$ cat src/rtl/add16_mul_seq.sv
//-----------------------------------------------------------------------------
// add16_mul_seq -- 16x16 shift-and-add multiplier returning the low 16 bits.
//
// One add16 instance performs every accumulation; the sequencer walks the
// multiplier one bit per RUN cycle, and the accumulator register drives the
// product output directly.
//
// Build option: define MUL_EARLY_TERM_EN to stop RUN as soon as the remaining
// multiplier bits are all zero. Without it every operation takes 16 RUN
// cycles. The product value is identical in both builds.
//-----------------------------------------------------------------------------
`timescale 1ns/1ps

module add16 #(
    parameter int W = 16
) (
    input  logic [W-1:0] i_a,
    input  logic [W-1:0] i_b,
    output logic [W-1:0] o_sum
);

    // Modulo-2^W sum: the carry out is dropped on purpose, so overflow wraps.
    assign o_sum = i_a + i_b;

endmodule

module add16_mul_seq #(
    parameter int WIDTH = 16    // only 16 is supported
) (
    input  logic             clk,
    input  logic             reset_n,
    input  logic             start,
    input  logic [WIDTH-1:0] a,
    input  logic [WIDTH-1:0] b,
    output logic             ready,
    output logic             busy,
    output logic             done,
    output logic [WIDTH-1:0] product
);

    typedef enum logic [1:0] {
        ST_IDLE = 2'd0,
        ST_RUN  = 2'd1,
        ST_DONE = 2'd2
    } state_t;

    // Index of the final RUN cycle in the fixed-length schedule.
    localparam logic [3:0] LAST_COUNT = 4'd15;

    state_t           r_state;
    state_t           w_next_state;

    logic [WIDTH-1:0] r_acc;
    logic [WIDTH-1:0] r_mcand;
    logic [WIDTH-1:0] r_mplier;
    logic [3:0]       r_count;

    logic             r_ready;
    logic             r_busy;
    logic             r_done;

    logic [WIDTH-1:0] w_sum;
    logic [WIDTH-1:0] w_mcand_next;
    logic [WIDTH-1:0] w_mplier_next;
    logic             w_run_last;
    logic             w_ready_next;
    logic             w_busy_next;
    logic             w_done_next;

    // The only adder in the datapath: accumulator plus shifted multiplicand.
    add16 #(.W(WIDTH)) u_add16 (
        .i_a   (r_acc),
        .i_b   (r_mcand),
        .o_sum (w_sum)
    );

    assign w_mcand_next  = r_mcand << 1;
    assign w_mplier_next = r_mplier >> 1;

`ifdef MUL_EARLY_TERM_EN
    // Stop once no set multiplier bits remain after this cycle's shift; the
    // count limit still bounds the run when b has its top bit set.
    assign w_run_last = (r_count == LAST_COUNT) || (w_mplier_next == '0);
`else
    // Fixed schedule: always 16 RUN cycles regardless of operand values.
    assign w_run_last = (r_count == LAST_COUNT);
`endif

    // State register: reset aborts any operation and returns to IDLE at once.
    always_ff @(posedge clk or negedge reset_n) begin
        if (!reset_n) begin
            r_state <= ST_IDLE;
        end else begin
            r_state <= w_next_state;
        end
    end

    // Next-state logic: start only matters in IDLE, DONE lasts one cycle.
    always_comb begin
        w_next_state = r_state;
        case (r_state)
            ST_IDLE: begin
                if (start) begin
                    w_next_state = ST_RUN;
                end else begin
                    w_next_state = ST_IDLE;
                end
            end
            ST_RUN: begin
                if (w_run_last) begin
                    w_next_state = ST_DONE;
                end else begin
                    w_next_state = ST_RUN;
                end
            end
            ST_DONE: begin
                w_next_state = ST_IDLE;
            end
            default: begin
                w_next_state = ST_IDLE;
            end
        endcase
    end

    // Output decode of the upcoming state, so the status flags can be
    // registered and still line up exactly with the state they describe.
    always_comb begin
        w_ready_next = 1'b0;
        w_busy_next  = 1'b0;
        w_done_next  = 1'b0;
        case (w_next_state)
            ST_IDLE: w_ready_next = 1'b1;
            ST_RUN:  w_busy_next  = 1'b1;
            ST_DONE: w_done_next  = 1'b1;
            default: w_ready_next = 1'b1;
        endcase
    end

    // Status flag registers; reset presents the idle indication.
    always_ff @(posedge clk or negedge reset_n) begin
        if (!reset_n) begin
            r_ready <= 1'b1;
            r_busy  <= 1'b0;
            r_done  <= 1'b0;
        end else begin
            r_ready <= w_ready_next;
            r_busy  <= w_busy_next;
            r_done  <= w_done_next;
        end
    end

    // Datapath: load operands on an accepted start, then one shift-and-add
    // step per RUN cycle; everything holds in DONE and while idle.
    always_ff @(posedge clk or negedge reset_n) begin
        if (!reset_n) begin
            r_acc    <= '0;
            r_mcand  <= '0;
            r_mplier <= '0;
            r_count  <= 4'd0;
        end else begin
            case (r_state)
                ST_IDLE: begin
                    if (start) begin
                        r_acc    <= '0;
                        r_mcand  <= a;
                        r_mplier <= b;
                        r_count  <= 4'd0;
                    end
                end
                ST_RUN: begin
                    if (r_mplier[0]) begin
                        r_acc <= w_sum;
                    end
                    r_mcand  <= w_mcand_next;
                    r_mplier <= w_mplier_next;
                    r_count  <= r_count + 4'd1;
                end
                ST_DONE: begin
                    r_count <= r_count;
                end
                default: begin
                    r_count <= r_count;
                end
            endcase
        end
    end

    assign ready   = r_ready;
    assign busy    = r_busy;
    assign done    = r_done;
    assign product = r_acc;

endmodule

$ cat config.mk
export PLATFORM = sky130hd
export DESIGN_NAME = add16_mul_seq
export DESIGN_NICKNAME = d
export VERILOG_FILES = /design/src/rtl/add16_mul_seq.sv
export SDC_FILE = /design/constraint.sdc
export NUM_CORES = 1
export LEC_CHECK = 0
export CAP_MARGIN = 20
export CORE_UTILIZATION = 54
export DETAILED_ROUTE_END_ITERATION = 12
export MAX_ROUTING_LAYER = met4
export PLACE_DENSITY = 0.92
export SLEW_MARGIN = 20
export SYNTH_ARGS = -nofsm -noshare
export SYNTH_HDL_FRONTEND = slang
export SYNTH_HIERARCHICAL = 1
export SYNTH_SLANG_ARGS = --single-unit
$ cat constraint.sdc
create_clock -name clk -period 3.4 [get_ports clk]
set_input_delay 0.68 -clock clk [delete_from_list [all_inputs] [get_ports clk]]
set_output_delay 0.68 -clock clk [all_outputs]
set_load 0.05 [all_outputs]
# ---- Word level (Yosys, flattened, before mapping)
# Cells that the tools add are included.
dict set report op_classes {
  n_addsub 2
  eq_ne 6
  muxes 15
  reduce_logical 5
}
# operator count
set op_table {}
lappend op_table {{16-bit case mux with 2 select lines} 3}
lappend op_table {{16-bit 2-to-1 mux} 4}
lappend op_table {{16-bit adder} 1}
lappend op_table {{4-bit case mux with 2 select lines} 1}
lappend op_table {{4-bit by 1-bit adder with 4-bit output, second input constant} 1}
lappend op_table {{2-bit by 1-bit equality test with 1-bit output, second input constant} 2}
lappend op_table {{4-bit equality test, second input constant} 1}
lappend op_table {{1-bit 2-to-1 mux} 4}
lappend op_table {{4-bit 2-to-1 mux} 1}
lappend op_table {{2-bit != test, second input constant} 2}
lappend op_table {{2-bit case mux with 2 select lines} 1}
lappend op_table {{3-bit AND reduction} 1}
lappend op_table {{2-bit equality test, second input constant} 1}
lappend op_table {{2-bit zero test} 1}
lappend op_table {{2-bit 2-to-1 mux} 1}
lappend op_table {{2-bit AND reduction} 1}
lappend op_table {{2-bit nonzero test} 1}
lappend op_table {{2-bit OR reduction} 1}
dict set report totals {
  regBits 57
  in_bits 35
  output_inout_bits 19
}

# ---- Longest topological paths before layout
# Gate-level depths: netlist of the first run.
dict set report logic_depth {
  word_depth 6
  mapped_depth 8
}

# ---- Hierarchy
# Netlist of the first run, hierarchy kept.
# module instances cells_each area_each_um2 seq_area_each_um2
set by_module_without_submodules {}
lappend by_module_without_submodules {add16_mul_seq 1 248 2608.8 1427.6}
lappend by_module_without_submodules {add16 1 98 724.4 0.0}

# ---- Worst setup path after synthesis of the first run
# Ideal clock, no wire load.
dict set report synth_timing {
  path_type {reg2reg}
  from {register r_acc[0], in the netlist product[0]}
  to {register r_acc[10], in the netlist product[10]}
  setup_ps 121
  arrival_time_ps 2490
  required_ps 3279
  path_slack_ps 789
  stages_incl_launch_ff 9
  path_buffers 0
  path_cell_list {dfrtp_1 -> ha_1 -> fa_1 -> a21o_2 -> a311oi_2 -> o21ai_0 -> a311oi_1 -> nor3_1 -> a22o_1}
}
dict set report synth_via {
  elab_chain_cells 3
}
# element line_no
set synth_lines {}
lappend synth_lines {{from (decl)} 53} ;# logic [WIDTH-1:0] r_acc;
lappend synth_lines {{from (signal assigned)} 172} ;# r_acc <= w_sum;
lappend synth_lines {{16-bit adder} 23} ;# assign o_sum = i_a + i_b;
lappend synth_lines {{net w_sum[10]} 62} ;# logic [WIDTH-1:0] w_sum;
lappend synth_lines {{16-bit 2-to-1 mux} 171} ;# if (r_mplier[0]) begin
lappend synth_lines {{16-bit case mux with 2 select lines} 161} ;# case (r_state)
# The timed path passes the listed nets, and every way through them passes these cells. The select of a mux whose other input is x is not followed.
# A chain may end at the register's enable or synchronous reset.

# ---- Worst setup path after layout of the first run
dict set report layout_timing {
  from {register r_mcand[0]}
  to {register r_acc[10], in the netlist product[10]}
}
dict set report layout_via {
  elab_chain_cells 3
}
# element line_no
set layout_lines {}
lappend layout_lines {{from (decl)} 54} ;# logic [WIDTH-1:0] r_mcand;
lappend layout_lines {{from (signal assigned)} 174} ;# r_mcand <= w_mcand_next;
lappend layout_lines {{16-bit adder} 23}
lappend layout_lines {{net w_sum[10]} 62}
lappend layout_lines {{16-bit 2-to-1 mux} 171}
lappend layout_lines {{16-bit case mux with 2 select lines} 161}
# The timed path passes the listed nets, and every way through them passes these cells. The select of a mux whose other input is x is not followed.

==> results of run 1 <==
## routing by layer
layer | GRT usage, % | vias to the layer above | part of all wire [%]
li1 | - | 1378 | -
met1 | 33.8 | 1426 | 43
met2 | 42.0 | 132 | 48
met3 | 6.25 | 19 | 6.1
met4 | 11.3 | 0 | 2.3
met5 | - | - | 0
## flip-flops by register name, indices dropped and copies added (netlist names)
register,count
busy,1
done,1
product,16
r_count,4
r_mcand,16
r_mplier,16
r_state,2
ready,1
## metrics by stage
| step | std cells | cell area (µm²) | hold WS, ns | util, % |
|---|---|---|---|---|
| 4_1_cts | 475 | 4100 | 0.511 | 69.3 |
| 2_1_floorplan | 346 | 3330 | 0.384 | - |
| 3_3_place_gp | 460 | 3910 | 0.496 | 66.0 |
| 3_5_place_dp | 460 | 3910 | 0.502 | 66.0 |
| 6_report | 475 | 4110 | 0.354 | 69.3 |
| 5_1_grt | 475 | 4110 | 0.412 | 69.3 |
## logic make-up after synthesis
| kind of cell | Yosys count |
|---|---|
| fa+ha+maj | 19 |
| simple gates | 69 |
| flops | 57 |
| xor+xnor | 15 |
| mux | 3 |
| compound gates | 156 |
| buf+inv | 27 |
## where the power goes
part / internal, mW / switching [mW] / total (mW) / leakage (nW)
Sequential: 0.928 / 0.272 / 1.20 / 0.743
Combinational: 0.758 / 1.06 / 1.82 / 0.938
Clock: 0.372 / 0.275 / 0.647 / 0.102
## worst register-to-register path: cells and delay by family (launching register included)
kind	cells	cell delay, ns
simple gates	1	0.09
fa+ha+maj	2	0.63
compound gates	5	1.29
flops	1	0.41
## path summary, 6_finish.rpt
kind	slack, ns	to	startpoint
setup reg to reg	0.85	product[10]	r_mcand[0]
min in group clk	0.51	r_mplier[15]	r_mplier[15]
max in group asynchronous	2.46	r_mplier[4]	reset_n
hold reg to reg	0.51	r_mplier[15]	r_mplier[15]
hold / removal	0.35	product[6]	reset_n
setup / recovery	0.85	product[10]	r_mcand[0]
## cells in the final DEF, fill, tap and decap left out, types with 2 or more instances in the layout
cell type	netlist	routed
o211ai_1	3	3
clkbuf_8	0	11
a22o_1	18	18
a22oi_1	30	30
xnor2_1	10	10
clkdlybuf4s50_1	0	52
a21o_1	2	2
o21ai_0	33	33
buf_4	0	9
dfrtp_1	56	56
or2_2	2	2
o21bai_1	3	3
nand3_1	7	7
clkinv_2	0	2
nor2b_1	35	34
a21oi_1	49	49
mux2i_1	2	2
inv_1	5	5
nor2_1	3	3
nor3_1	3	3
o21ai_1	8	8
xor2_1	5	5
nand2_1	13	13
ha_1	18	18
## layout make-up
class,instances,area (µm²)
Clock buffer,12,155
Clock inverter,3,40.0
Fill cell,453,1820
Inverter,5,18.8
Multi-Input combinational cell,262,1780
Sequential cell,57,1430
Tap cell,75,93.8
Timing Repair Buffer,61,588
==> flow_summary_export.csv, run 1 <==
group,metric,value,unit
logic_synthesis,synth.mux.area_fraction,0.938,%
timing,worst_clock_skew,0.0120,ns
detailed_routing,vias_per_cell,6.22,
setup_path,critPathLaunchType,"register",
die,die-area,0.00649,mm²
timing,tightest_slew,0.757,ns
detailed_routing,num_vias,2955,
die,coreArea,0.00592,mm²
timing,drv_slew,0,
setup_path,crit_type,"register to register",
detailed_routing,wl,8140,µm
die,chipWidth,80.6,µm
logic_synthesis,yosys.area_share.xor_xnor,3.94,%
placement,dpl.hpwl,5520,µm
logic_synthesis,synth_cells,346,
setup_path,path_delay_family,"compound AO/OA/AOI/OAI gates",
timing,setup-tns-final,0,ns
logic_synthesis,ys_types,43,
logic_synthesis,yosys_most_used_dff,"dfrtp_1",
hold_path,min_path_type,"input port to async pin",
detailed_routing,routedWlPerCell,17.1,µm
logic_synthesis,synth-seq-area-share,42.8,%
placement,routabilityCongestion,0.919,
logic_synthesis,synthAdderAreaFrac,7.36,%
setup_path,ff2ff_path_depth,8,
logic_synthesis,synth_fp_nets,400,
logic_synthesis,synth_common_cells,"dfrtp_1 (56), a21oi_1 (49), nor2b_1 (35), o21ai_0 (33), a22oi_1 (30)",
logic_synthesis,ys_warn_count,6,
logic_synthesis,synthArstFlopShare,100,%
placement,io_buffers,53,
die,start_util,56.3,%
timing,min_period_over_period,74.9,%
layout,insertedDiodeCount,0,
clock_tree,htreeDepth,3,
pwr,p_total,3.66,mW
logic_synthesis,yosys.area_share.simple,11.4,%
timing,finalSetupViolations,0,
global_routing,grt_max_degree,51,
setup_path,slowest_delay,0.41,ns
die,die_h,80.6,µm
global_routing,grt_overflow,0,
timing,rsz0062_at_grt,"false",
timing,fmax,393,MHz
layout,num-nets-final,450,
setup_path,crit_path_end_kind,"register",
logic_synthesis,avgSynthCellArea,9.63,µm²
clock_tree,cts_root_buffer,"clkbuf_8",
setup_path,cp.arrival,2.77,ns
clock_tree,ctsHoldBuffers,0,
die,fp-row-count,28,
logic_synthesis,synth_edf_count,0,
logic_synthesis,netlist_area,0.00333,mm²
clock_tree,cts_resized,0,
detailed_routing,dr.pass1.iters,5,
pwr,peakVddDrop,0.552,mV
global_routing,track_usage,27.0,%
layout,drive_above_1_share,7.75,%
logic_synthesis,synth.top_cell.area_share,42.0,%
global_routing,antenna_found_initial,0,
clock_tree,post-cts-setup-buffers,0,
pwr,p_per_area,892,mW/mm²
placement,post-place-ws,0.920,ns
timing,timing.final.crit_period,2.55,ns
logic_synthesis,synth.most_common_cell,"dfrtp_1",
setup_path,worst_ep_required_time,3.62,ns
timing,hold_violations,0,
clock_tree,clkTransAtPathRegs,0.06,ns
status,outcome,"finished clean",
detailed_routing,drt_iter0_markers,294,
layout,area_growth,23.2,%
detailed_routing,drc,0,
clock_tree,cts.sink_count,57,
clock_tree,clock_latency,0.34,ns
logic_synthesis,yosys_register_bits,57,
timing,setup_ws,0.853,ns
clock_tree,cts_tree,"done",
setup_path,cp_num_buf_inv,0,
setup_path,path_depth,8,
setup_path,path_max_fanout,4,
global_routing,grt_pass1_wl,12900,µm
clock_tree,clockBufferDepth,2,
logic_synthesis,yosys-top-cells-area,"dfrtp_1 (42%), a21oi_1 (7.4%), a22oi_1 (6.8%)",
die,ios,54,
clock_tree,cts_buffers,9,
logic_synthesis,synth_top_cell_by_area,"dfrtp_1",
setup_path,slowest_stage,"dfrtp_1",
logic_synthesis,synth_compound_area_share,29.7,%
flow_run,cap_violations,0,
timing,slew_headroom,49.5,%
pwr,p_leak,1.78,nW
logic_synthesis,synth_top_family_by_area,"compound AO/OA/AOI/OAI gates",
setup_path,path_cells,"ha_1, fa_1, a21o_2, a311oi_2, o21ai_0, a311oi_1, nor3_1, a22o_1",
global_routing,grt_pass1_vias,2802,
detailed_routing,ant_nets,0,
(Power assumes the default switching activity.)
==> inputs of run 2 (changes only) <==
- clock period: 3.4 -> 2.4 ns (I/O delays scaled with it)
==> run 2 against run 1 <==
Against the previous run:
- register-to-register slack got worse by 0.79 ns
- die area unchanged
- total power increased by 46%
- maximum frequency rose by 9.0%
- via count fell by 0.37%
- sequential power grew 42%
- count of clock-buffer cells in the layout shrank 1
- non-clock buffer count up 4
- critical path depth stayed put
- clock skew is 0.0041 ns lower
- sequential cell count unchanged
- critical path type unchanged
- largest power group unchanged
- highest routed layer unchanged
==> flow_summary_export.csv, run 2 (synthesized netlist as in run 1, its figures left out) <==
group,metric,value,unit
timing,min_period_over_period,97.4,%
global_routing,track_usage,29.1,%
flow_run,cap_violations,0,
setup_path,rrSetupSlack,0.06,ns
layout,area_growth,26.2,%
timing,timing.final.crit_period,2.34,ns
clock_tree,cts_buffers,9,
detailed_routing,wl,8380,µm
setup_path,worst_ep_required_time,2.63,ns
global_routing,grt_pass1_wl,13700,µm
pwr,peakVddDrop,0.858,mV
timing,fmax,428,MHz
setup_path,critPathLaunchType,"register",
die,fp-row-count,28,
timing,drv_slew,0,
setup_path,path_cells,"ha_4, fa_2, a21o_4, a311oi_4, nor3_2, o41ai_2, xnor2_1, a22o_1",
die,coreArea,0.00592,mm²
clock_tree,ctsHoldBuffers,0,
clock_tree,cts.sink_count,57,
setup_path,slowest_delay,0.43,ns
timing,rsz0062_at_grt,"true",
clock_tree,clock_latency,0.34,ns
detailed_routing,ant_nets,0,
pwr,p_per_area,1270,mW/mm²
clock_tree,clkTransAtPathRegs,0.07,ns
timing,slew_headroom,55.6,%
setup_path,crit_type,"register to register",
global_routing,grt_pass1_vias,2880,
die,die-area,0.00649,mm²
setup_path,ff2ff_path_depth,8,
setup_path,cp.arrival,2.56,ns
detailed_routing,drc,0,
layout,final_core_util,71.0,%
die,chipWidth,80.6,µm
detailed_routing,num_vias,2944,
clock_tree,cts_tree,"done",
setup_path,crit_path_end_kind,"register",
clock_tree,cts_root_buffer,"clkbuf_8",
layout,num-nets-final,454,
timing,hold_violations,0,
hold_path,min_path_type,"input port to async pin",
global_routing,grt_overflow,0,
timing,fin_hold_ws,0.127,ns
layout,insertedDiodeCount,0,
global_routing,grt_max_degree,34,
timing,worst_clock_skew,0.00790,ns
placement,dpl.hpwl,5720,µm
placement,io_buffers,53,
setup_path,path_max_fanout,3,
layout,final_common_cell,"dfrtp_1",
global_routing,antenna_found_initial,0,
detailed_routing,drt_iter0_markers,211,
detailed_routing,routedWlPerCell,17.5,µm
setup_path,slowest_stage,"dfrtp_1",
setup_path,timing.rr.end,"product[12]",
pwr,p_total,5.36,mW
setup_path,reg2reg_from,"r_mcand[0]",
die,die_h,80.6,µm
detailed_routing,dr.pass1.iters,4,
status,outcome,"finished clean",
timing,tightest_slew,0.666,ns
detailed_routing,vias_per_cell,6.13,
layout,drive_above_1_share,10.4,%
clock_tree,clockBufferDepth,2,
timing,setup-tns-final,0,ns
pwr,p_leak,1.81,nW
placement,routabilityCongestion,0.913,
die,ios,54,
die,start_util,56.3,%
layout,final_cell_mix,"dfrtp_1 (55), clkdlybuf4s50_1 (52), a21oi_1 (49)",
timing,finalSetupViolations,0,
clock_tree,htreeDepth,3,
==> run 2: worst max-delay path by stage <==
| stage | cells past startpoint | end | from | slack (ns) |
|---|---|---|---|---|
| after floorplan | 8 | product[10] | product[0] | 0.02 |
| after global placement | 8 | product[10] | product[0] | 0.07 |
| after detailed placement | 8 | product[12] | r_mcand[0] | 0.02 |
| after CTS | 8 | product[12] | r_mcand[0] | 0.009 |
| after global routing | 8 | product[12] | product[0] | -0.05 |
| final | 8 | product[12] | r_mcand[0] | 0.06 |
==> run 2: final cells by class <==
cell class / count / area [µm²]
multi-input cells: 262 / 1830
fillers: 461 / 1720
flip-flops and latches: 57 / 1430
repair buffers: 65 / 616
clock buffers: 11 / 141
well taps: 75 / 93.8
clock inverters: 5 / 78.8
inverters: 5 / 18.8
==> run 2: per-stage QoR <==
step           area [µm²]  setup WS (ns)  std cells
2_1_floorplan        3340         0.0187        346
3_3_place_gp         3930         0.0699        463
3_5_place_dp         3930         0.0173        463
4_1_cts              4170        0.00882        479
5_1_grt              4210        -0.0492        480
6_report             4210         0.0634        480
==> run 2: routing by layer <==
layer  share of wire, %  track usage, %
met2                 51            46.8
met1                 42            34.0
met4                3.0            12.9
met3                4.5            8.18
met5                  0               -
==> run 2: power by group <==
part	internal [mW]	switching, mW	total (mW)	leakage, nW
registers	1.32	0.385	1.70	0.741
clock network	0.611	0.403	1.01	0.113
logic	1.10	1.54	2.64	0.957
==> run 2: critical path, delay by kind of cell, from the launching register on <==
family | cells | cell delay [ns]
XOR/XNOR | 1 | 0.12
flip-flops | 1 | 0.43
AO/OA/AOI/OAI | 4 | 1.02
AND/OR/NAND/NOR | 1 | 0.11
adder cells (fa/ha/maj) | 2 | 0.56
==> run 2: what timing repair did <==
item	CTS	global route
gates resized for setup	1	6
endpoints found under the setup margin	1	3
buffers inserted	0	1
pin swaps	0	1
==> inputs of run 3 (changes only) <==
- CORE_UTILIZATION: 54 -> 64
- DONT_BUFFER_PORTS: unset -> 1
- PLACE_DENSITY: 0.92 -> 0.91
==> run 3 against run 2 <==
Against the previous run:
- non-clock buffer count fell by 40
- combinational power fell by 5%
- routed wire length rose by 0.36%
- count of clock-buffer cells in the layout rose by 3
- largest cell class unchanged
==> flow_summary_export.csv, run 3 (synthesized netlist as in run 1, its figures left out) <==
group,metric,value,unit
global_routing,grt_overflow,0,
clock_tree,clock_latency,0.34,ns
die,coreArea,0.00488,mm²
setup_path,cp.arrival,2.53,ns
timing,min_period_over_period,96.1,%
clock_tree,cts_root_buffer,"clkbuf_8",
timing,worst_clock_skew,0.00948,ns
timing,setup_ws,0.0946,ns
layout,final_cell_mix,"dfrtp_1 (55), a21oi_1 (49), nor2b_1 (34)",
detailed_routing,routedWlPerCell,19.5,µm
timing,hold_violations,0,
layout,final_core_util,77.0,%
flow_run,cap_violations,0,
pwr,p_leak,1.68,nW
hold_path,min_path_cells,2,
layout,final_common_cell,"dfrtp_1",
global_routing,antenna_found_initial,0,
die,ios,54,
timing,timing.final.crit_period,2.31,ns
global_routing,track_usage,33.6,%
setup_path,reg2reg_from,"product[0]",
timing,drv_slew,0,
status,outcome,"finished clean",
clock_tree,htreeDepth,3,
detailed_routing,num_vias,2885,
detailed_routing,ant_nets,0,
layout,num-nets-final,414,
global_routing,grt_max_degree,58,
layout,insertedDiodeCount,0,
die,chipWidth,74.2,µm
global_routing,grt_pass1_wl,13200,µm
clock_tree,clkTransAtPathRegs,0.06,ns
timing,finalSetupViolations,0,
die,start_util,68.3,%
placement,io_buffers,0,
detailed_routing,dr.pass1.iters,5,
placement,post-place-ws,-0.0110,ns
clock_tree,cts.sink_count,57,
hold_path,hold_start,"b[14]",
timing,rsz0062_at_grt,"false",
timing,slew_headroom,55.8,%
detailed_routing,vias_per_cell,6.68,
placement,dpl.hpwl,5340,µm
setup_path,crit_type,"register to register",
clock_tree,cts_buffers,9,
setup_path,rrSetupSlack,0.09,ns
pwr,p_per_area,1390,mW/mm²
timing,setup-tns-final,0,ns
hold_path,min_path_type,"input port to register",
timing,tightest_slew,0.663,ns
timing,fmax,434,MHz
setup_path,path_max_fanout,3,
pwr,peakVddDrop,0.768,mV
setup_path,timing.rr.end,"product[14]",
setup_path,worst_ep_required_time,2.63,ns
die,die-area,0.00550,mm²
layout,drive_above_1_share,14.0,%
setup_path,ff2ff_path_depth,8,
global_routing,grt_pass1_vias,2696,
hold_path,hold_end,"r_mplier[14]",
detailed_routing,drt_iter0_markers,394,
die,fp-row-count,25,
setup_path,critPathLaunchType,"register",
placement,routabilityCongestion,0.899,
layout,area_growth,12.7,%
detailed_routing,drc,0,
setup_path,crit_path_end_kind,"register",
clock_tree,clockBufferDepth,2,
detailed_routing,wl,8410,µm
die,die_h,74.2,µm
clock_tree,cts_tree,"done",
==> run 3: cell count changes in the layout (fill, tap and decap cells not counted), sizes merged <==
| cell | before | now |
|---|---|---|
| buf | 13 | 24 |
| bufinv | 2 | 1 |
| clkbuf | 11 | 14 |
| clkdlybuf4s50 | 52 | 0 |
| clkinv | 3 | 1 |
| dlygate4sd3 | 0 | 1 |
==> run 3: repair_timing <==
action / in CTS / in global routing
endpoints found under the hold margin: 57 / 2
setup buffers: 0 / 1
gates resized for setup: 1 / 3
endpoints found under the setup margin: 1 / 3
hold buffers: 1 / 1
pin swaps: 0 / 2
cloned: 0 / 0
==> run 3: metrics by stage <==
stage	cell area, µm²	power, mW	hold WS, ns	instances
final	3760	5.20	0.324	432
after global routing	3760	5.50	0.317	432
after CTS	3730	5.15	0.00310	430
after detailed placement	3480	4.12	0.186	413
after global placement	3480	4.00	0.186	413
after floorplan	3340	3.57	0.184	346
==> run 3: worst max path at each step <==
stage | from | endpoint | slack, ns | cells past startpoint
after floorplan | product[0] | product[10] | 0.02 | 8
after global placement | r_mcand[0] | product[10] | 0.08 | 8
after detailed placement | r_mcand[0] | product[10] | -0.01 | 8
after CTS | r_mcand[0] | product[10] | 0.04 | 8
after global routing | product[0] | product[10] | 0.006 | 8
final | product[0] | product[14] | 0.09 | 8
==> run 3: critical path, cell delays in order (launching register included) <==
cell,delay [ns]
dfrtp_2,0.40
ha_2,0.20
fa_2,0.35
a21o_2,0.26
a311oi_4,0.30
nor3b_1,0.10
a211oi_1,0.25
xnor2_1,0.12
a22o_1,0.21
==> run 3: layer usage <==
layer / global-route usage (%) / routed length, µm / vias to the layer above
met5: - / 0 / -
met4: 14.1 / 224 / 0
met3: 9.89 / 772 / 28
met2: 50.5 / 4100 / 170
met1: 42.5 / 3310 / 1373
li1: - / - / 1314
==> run 3: final cells by class <==
class,instances,area [µm²]
tap,67,83.8
sequential,57,1430
timing repair buffer,25,210
clock inverter,2,35.0
clock buffer,14,173
inverter,5,18.8
fill,319,1120
multi-input combinational,262,1810
==> run 3: power by group <==
part,switching (mW),internal (mW),leakage (nW)
combinational,1.49,1.00,0.829
clock,0.382,0.564,0.107
sequential,0.445,1.31,0.741
